`src/rtl/fetch_pkg.sv`:
```
// Shared types and constants for the instruction fetch stage.
// The IF/ID payload struct is sized by ADDR_W_DEFAULT, so instances must keep ADDR_W <= ADDR_W_DEFAULT.
package fetch_pkg;

    localparam int ADDR_W_DEFAULT = 64;
    localparam int INSTR_W        = 32;
    localparam int INSTR_BYTES    = 4;

    typedef enum logic {
        RUN   = 1'b0,
        FAULT = 1'b1
    } fetch_state_t;

    typedef struct packed {
        logic [INSTR_W-1:0]        instr;
        logic [ADDR_W_DEFAULT-1:0] pc;
        logic [ADDR_W_DEFAULT-1:0] pc_plus4;
    } if_id_t;

endpackage

```
`src/rtl/fetch_pc_reg.sv`:
```
// Program counter register with redirect / +4 / hold next-PC selection
// and the legality check for the current fetch address.
module fetch_pc_reg
    import fetch_pkg::*;
#(
    parameter int                 ADDR_W    = ADDR_W_DEFAULT,
    parameter longint unsigned    IMEM_SIZE = 256,
    parameter logic [ADDR_W-1:0]  PC_RESET  = '0
) (
    input  logic              clk,
    input  logic              rst_n,
    input  logic              redirect_valid,
    input  logic [ADDR_W-1:0] redirect_target,
    input  logic              advance,
    output logic [ADDR_W-1:0] pc,
    output logic [ADDR_W-1:0] pc_plus4,
    output logic              pc_legal
);

    // Highest byte address at which a full word still fits inside the memory.
    localparam logic [ADDR_W-1:0] LAST_LEGAL = ADDR_W'(IMEM_SIZE - INSTR_BYTES);

    logic [ADDR_W-1:0] pc_next;

    assign pc_plus4 = pc + ADDR_W'(INSTR_BYTES);
    assign pc_legal = (pc[1:0] == 2'b00) && (pc <= LAST_LEGAL);

    // NOTE: every signal driven from always_comb gets a default first, so no path can infer a latch.
    always_comb begin
        pc_next = pc;
        if (redirect_valid) begin
            pc_next = redirect_target;
        end else if (advance) begin
            pc_next = pc_plus4;
        end
    end

    // NOTE: sequential state uses non-blocking assignments so every register samples pre-edge values.
    always_ff @(posedge clk or negedge rst_n) begin
        if (!rst_n) begin
            pc <= PC_RESET;
        end else begin
            pc <= pc_next;
        end
    end

endmodule

```
`src/rtl/instruction_fetch_unit.sv`:
```
// Fetch stage: drives the combinational instruction memory from the PC and
// captures instructions into an IF/ID register with a valid/ready handshake.
module instruction_fetch_unit
    import fetch_pkg::*;
#(
    parameter int                ADDR_W    = ADDR_W_DEFAULT,
    parameter longint unsigned   IMEM_SIZE = 256,
    parameter logic [ADDR_W-1:0] PC_RESET  = '0
) (
    input  logic               clk,
    input  logic               rst_n,
    output logic [ADDR_W-1:0]  imem_adr,
    input  logic [INSTR_W-1:0] imem_instr,
    input  logic               redirect_valid,
    input  logic [ADDR_W-1:0]  redirect_target,
    output logic               out_valid,
    input  logic               out_ready,
    output logic [INSTR_W-1:0] out_instr,
    output logic [ADDR_W-1:0]  out_pc,
    output logic [ADDR_W-1:0]  out_pc_plus4,
    output logic               fault,
    output logic [ADDR_W-1:0]  fault_pc,
    output logic [31:0]        fetch_count
);

    fetch_state_t      state_q;
    fetch_state_t      state_d;
    if_id_t            if_id_q;
    logic [ADDR_W-1:0] pc;
    logic [ADDR_W-1:0] pc_plus4;
    logic              pc_legal;
    logic              slot_free;
    logic              fetch_en;
    logic              fault_enter;

    fetch_pc_reg #(
        .ADDR_W    (ADDR_W),
        .IMEM_SIZE (IMEM_SIZE),
        .PC_RESET  (PC_RESET)
    ) u_pc (
        .clk             (clk),
        .rst_n           (rst_n),
        .redirect_valid  (redirect_valid),
        .redirect_target (redirect_target),
        .advance         (fetch_en),
        .pc              (pc),
        .pc_plus4        (pc_plus4),
        .pc_legal        (pc_legal)
    );

    assign imem_adr  = pc;
    assign slot_free = !out_valid || out_ready;

    // Redirect outranks everything: it neither fetches nor faults in its own cycle.
    assign fetch_en    = (state_q == RUN) && !redirect_valid && slot_free && pc_legal;
    assign fault_enter = (state_q == RUN) && !redirect_valid && slot_free && !pc_legal;

    always_comb begin
        state_d = state_q;
        if (redirect_valid) begin
            state_d = RUN;
        end else if (fault_enter) begin
            state_d = FAULT;
        end
    end

    always_ff @(posedge clk or negedge rst_n) begin
        if (!rst_n) begin
            state_q <= RUN;
        end else begin
            state_q <= state_d;
        end
    end

    assign fault = (state_q == FAULT);

    always_ff @(posedge clk or negedge rst_n) begin
        if (!rst_n) begin
            fault_pc <= '0;
        end else if (fault_enter) begin
            fault_pc <= pc;
        end
    end

    // The held entry drains on a transfer edge even when nothing new is fetched.
    always_ff @(posedge clk or negedge rst_n) begin
        if (!rst_n) begin
            out_valid <= 1'b0;
            if_id_q   <= '0;
        end else if (redirect_valid) begin
            out_valid <= 1'b0;
        end else if (fetch_en) begin
            out_valid        <= 1'b1;
            if_id_q.instr    <= imem_instr;
            if_id_q.pc       <= ADDR_W_DEFAULT'(pc);
            if_id_q.pc_plus4 <= ADDR_W_DEFAULT'(pc_plus4);
        end else if (out_valid && out_ready) begin
            out_valid <= 1'b0;
        end
    end

    assign out_instr    = if_id_q.instr;
    assign out_pc       = if_id_q.pc[ADDR_W-1:0];
    assign out_pc_plus4 = if_id_q.pc_plus4[ADDR_W-1:0];

    always_ff @(posedge clk or negedge rst_n) begin
        if (!rst_n) begin
            fetch_count <= '0;
        end else if (fetch_en && (fetch_count != '1)) begin
            fetch_count <= fetch_count + 32'd1;
        end
    end

endmodule

```
`config.mk`:
```
export PLATFORM = sky130hd
export DESIGN_NAME = instruction_fetch_unit
export DESIGN_NICKNAME = d
export VERILOG_FILES = /design/src/rtl/fetch_pkg.sv /design/src/rtl/fetch_pc_reg.sv /design/src/rtl/instruction_fetch_unit.sv
export SDC_FILE = /design/constraint.sdc
export NUM_CORES = 1
export LEC_CHECK = 0
export ABC_CLOCK_PERIOD_IN_PS = 5600
export BUFFER_PORTS_ARGS = -buffer_cell sky130_fd_sc_hd__clkbuf_2
export CAP_MARGIN = 20
export CORE_MARGIN = 2
export CORE_UTILIZATION = 40
export CTS_CLUSTER_DIAMETER = 200
export CTS_CLUSTER_SIZE = 24
export DETAILED_ROUTE_END_ITERATION = 10
export MAX_ROUTING_LAYER = met4
export PLACE_DENSITY = 0.66
export SKIP_CTS_REPAIR_TIMING = 1
export SYNTH_ARGS = -nofsm -noshare
export SYNTH_HDL_FRONTEND = slang
export SYNTH_SLANG_ARGS = --single-unit
```
`constraint.sdc`:
```
create_clock -name clk -period 5.6 [get_ports clk]
set_clock_uncertainty 0.05 [all_clocks]
set_input_delay 0.84 -clock clk [delete_from_list [all_inputs] [get_ports clk]]
set_output_delay 0.84 -clock clk [all_outputs]
set_load 0.01 [all_outputs]
```
==> results.sh <==
export IMPL_status="finished, final reports clean"
export IMPL_drive_gt1_share_pct=45.0
export IMPL_clock_path_buffers=3
export IMPL_yosys_area_share_simple_pct=15.1
export IMPL_cp_end_kind="register"
export IMPL_p_leak_nw=7.91
export IMPL_period_share_pct=60.6
export IMPL_synth_xor_area_share_pct=2.84
export IMPL_cp_slowest_cell="nor4_1"
export IMPL_wirelength_um=30600
export IMPL_regArea_um2=8010
export IMPL_yosys_area_top_type_share_pct=66.7
export IMPL_synth_common_cells="320 x dfrtp_1, 129 x mux2_2, 126 x nand2_1, 116 x and2_1, 23 x clkbuf_1"
export IMPL_die_y_um=177
export IMPL_synth_ff_type="dfrtp_1"
export IMPL_setup_violations=0
export IMPL_max_freq_mhz=295
export IMPL_max_slew_worst_pin_slew_ns=0.916
export IMPL_relSlewSlack_pct=38.9
export IMPL_antenna_left=0
export IMPL_drt_first_pass_iters=4
export IMPL_dp_cells=1672
export IMPL_synth_nets=1003
export IMPL_worstPathArrival_ns=3.74
export IMPL_antenna_found_initial=1
export IMPL_muxShareOfSynthArea_pct=12.2
export IMPL_tns_ns=0
export IMPL_layout_cells_non_filler=1691
export IMPL_synth_top_family_by_area="simple AND/OR/NAND/NOR gates"
export IMPL_clockRootBuffer="clkbuf_16"
export IMPL_rsz0062_at_grt="no"
export IMPL_r2r_cells=7
export IMPL_cts_made_buffers=17
export IMPL_clk_pin_slew_worst_paths_ns=0.10
export IMPL_worstReg2RegEnd="fetch_count[10]$_DFFE_PN0P_"
export IMPL_slew_viol_final=0
export IMPL_regToRegStartpoint="u_pc.pc[9]$_DFFE_PN0P_"
export IMPL_yosys_area_top_type="dfrtp_1"
export IMPL_critPathTopFamily="simple AND/OR/NAND/NOR gates"
export IMPL_path_cells="nor4_1 -> nand4_1 -> nor3b_4 -> and2_1 -> buf_4 -> nand3_1 -> mux2_2"
export IMPL_finalNetCount=1403
export IMPL_stdcell_area_um2=14900
export IMPL_grt_pass1_vias=8197
export IMPL_critPathKind="register to register"
export IMPL_routedWlPerCell_um=18.1
export IMPL_core_area_um2=29600
export IMPL_worst_path_buf_inv=1
export IMPL_gp_congestion=0.794
export IMPL_die_area_um2=31400
export IMPL_avgSynthCellArea_um2=13.3
export IMPL_clock_sinks=320
export IMPL_grt_max_degree=163
export IMPL_area_delta_synth_final_pct=24.1
export IMPL_start_util_pct=40.5
export IMPL_synth_compound_area_share_pct=0.854
export IMPL_drc=0
export IMPL_synth_most_common_cell="dfrtp_1"
export IMPL_yosys_top_cells_area="dfrtp_1 67%, mux2_2 12%, and2_1 6.0%, nand2_1 3.9%, xnor2_1 1.5%"
export IMPL_synth_area_um2=12000
export IMPL_port_buffers=421
export IMPL_cp_max_fo=30
export IMPL_final_min_clock_period_ns=3.39
export IMPL_fill_cells=2710
export IMPL_place_area_um2=14500
export IMPL_multi_input_area_um2=3770
export IMPL_reg2reg_slack_ns=2.21
export IMPL_via_per_inst=4.77
export IMPL_worstPathRequired_ns=5.95
export IMPL_hold_path_class="input pin to asynchronous set/reset pin"
export IMPL_worstSetupStartpoint="u_pc.pc[9]$_DFFE_PN0P_"
export IMPL_powerDensity_nw_per_um2=301
export IMPL_ir_drop_mv=0.264
export IMPL_synth_edf_count=0
export IMPL_yosysSeqAreaShare_pct=66.7
export IMPL_dpl_hpwl_um=21800
export IMPL_slowest_delay_ns=0.55
export IMPL_cap_violations=0
export IMPL_synthDistinctLibCells=38
export IMPL_synthesis_instances=901
export IMPL_rows=63
export IMPL_grt_use_total_pct=19.4
export IMPL_clock_latency_ns=0.51
export IMPL_cts_tree="done"
export IMPL_overflow=0
export IMPL_synth_seq_cells=320
export IMPL_ys_warn_count=0
export IMPL_grt_pass1_wl_um=46700
export IMPL_synth_fa_ha_area_share_pct=0.208
export IMPL_vias=8071
export IMPL_ys_async_sr_fraction_pct=100
export IMPL_p_total_mw=4.50
export IMPL_drtIter0Drc=362
export IMPL_start_kind="register"
export IMPL_ios=422
export IMPL_ctsHtreeMaxLevel=1
export IMPL_die_w_um=177
export IMPL_hold_viol=0
[report_power, final]
part / internal, mW / total, mW / switching (mW)
Combinational: 0.292 / 0.595 / 0.303
Clock: 0.555 / 1.28 / 0.729
Sequential: 2.48 / 2.62 / 0.136
[through the flow]
step,utilization (%),worst slack (ns),hold WS [ns]
2_1_floorplan,-,3.16,0.461
3_3_place_gp,48.8,2.12,0.406
3_5_place_dp,48.8,2.06,0.415
4_1_cts,50.3,2.12,0.437
5_1_grt,50.3,2.02,0.445
6_report,50.3,2.21,0.350
[state kept, by name (all words and copies together), names as in the netlist]
register	flops
fault	1
out_pc_plus4	62
fault_pc	64
out_valid	1
u_pc.pc	64
out_instr	32
fetch_count	32
out_pc	64
[logic make-up after synthesis]
logic type / count (synthesis)
and+or+nand+nor: 340
adders and majority gates: 2
buffers and inverters: 51
muxes: 130
DFF: 320
xor gates and xnor gates: 39
AOI/OAI and AO/OA: 19
[cell usage in the layout, fill, tap and decap left out, types with 11 or more instances in the layout]
cell type    n
mux2_2     129
xnor2_1     21
nor4_1      15
nand2_1    125
nand3_1     16
xor2_1      18
nand4_1     14
and2_1     117
nor3_1      11
nor2_1      12
o21ai_0     12
clkbuf_2   419
dfrtp_1    320
clkbuf_16   17
[worst max path at each step]
stage,to,slack [ns],cells after the start
6_report,fetch_count[10]$_DFFE_PN0P_,2.21,7
5_1_grt,out_pc[3]$_DFFE_PN0P_,2.02,6
4_1_cts,fetch_count[10]$_DFFE_PN0P_,2.12,7
3_5_place_dp,fetch_count[10]$_DFFE_PN0P_,2.06,7
3_3_place_gp,fetch_count[10]$_DFFE_PN0P_,2.12,7
2_1_floorplan,out_instr[0]$_DFFE_PN0P_,3.16,9
[cell type report]
cell class	count	share of cell area, %
multi-input combinational	530	25.3
antenna	1	0.0168
clock buffer	17	2.85
timing repair buffer	427	14.7
sequential	320	53.7
tap	390	3.27
inverter	5	0.126
clock inverter	1	0.109
[per-layer routing]
| layer | part of all wire [%] | track usage, % |
|---|---|---|
| met3 | 9.1 | 5.21 |
| met5 | 0 | - |
| met1 | 43 | 25.5 |
| met4 | 1.8 | 4.17 |
| met2 | 46 | 30.5 |
Note: power is estimated with default switching activity, not from simulation.
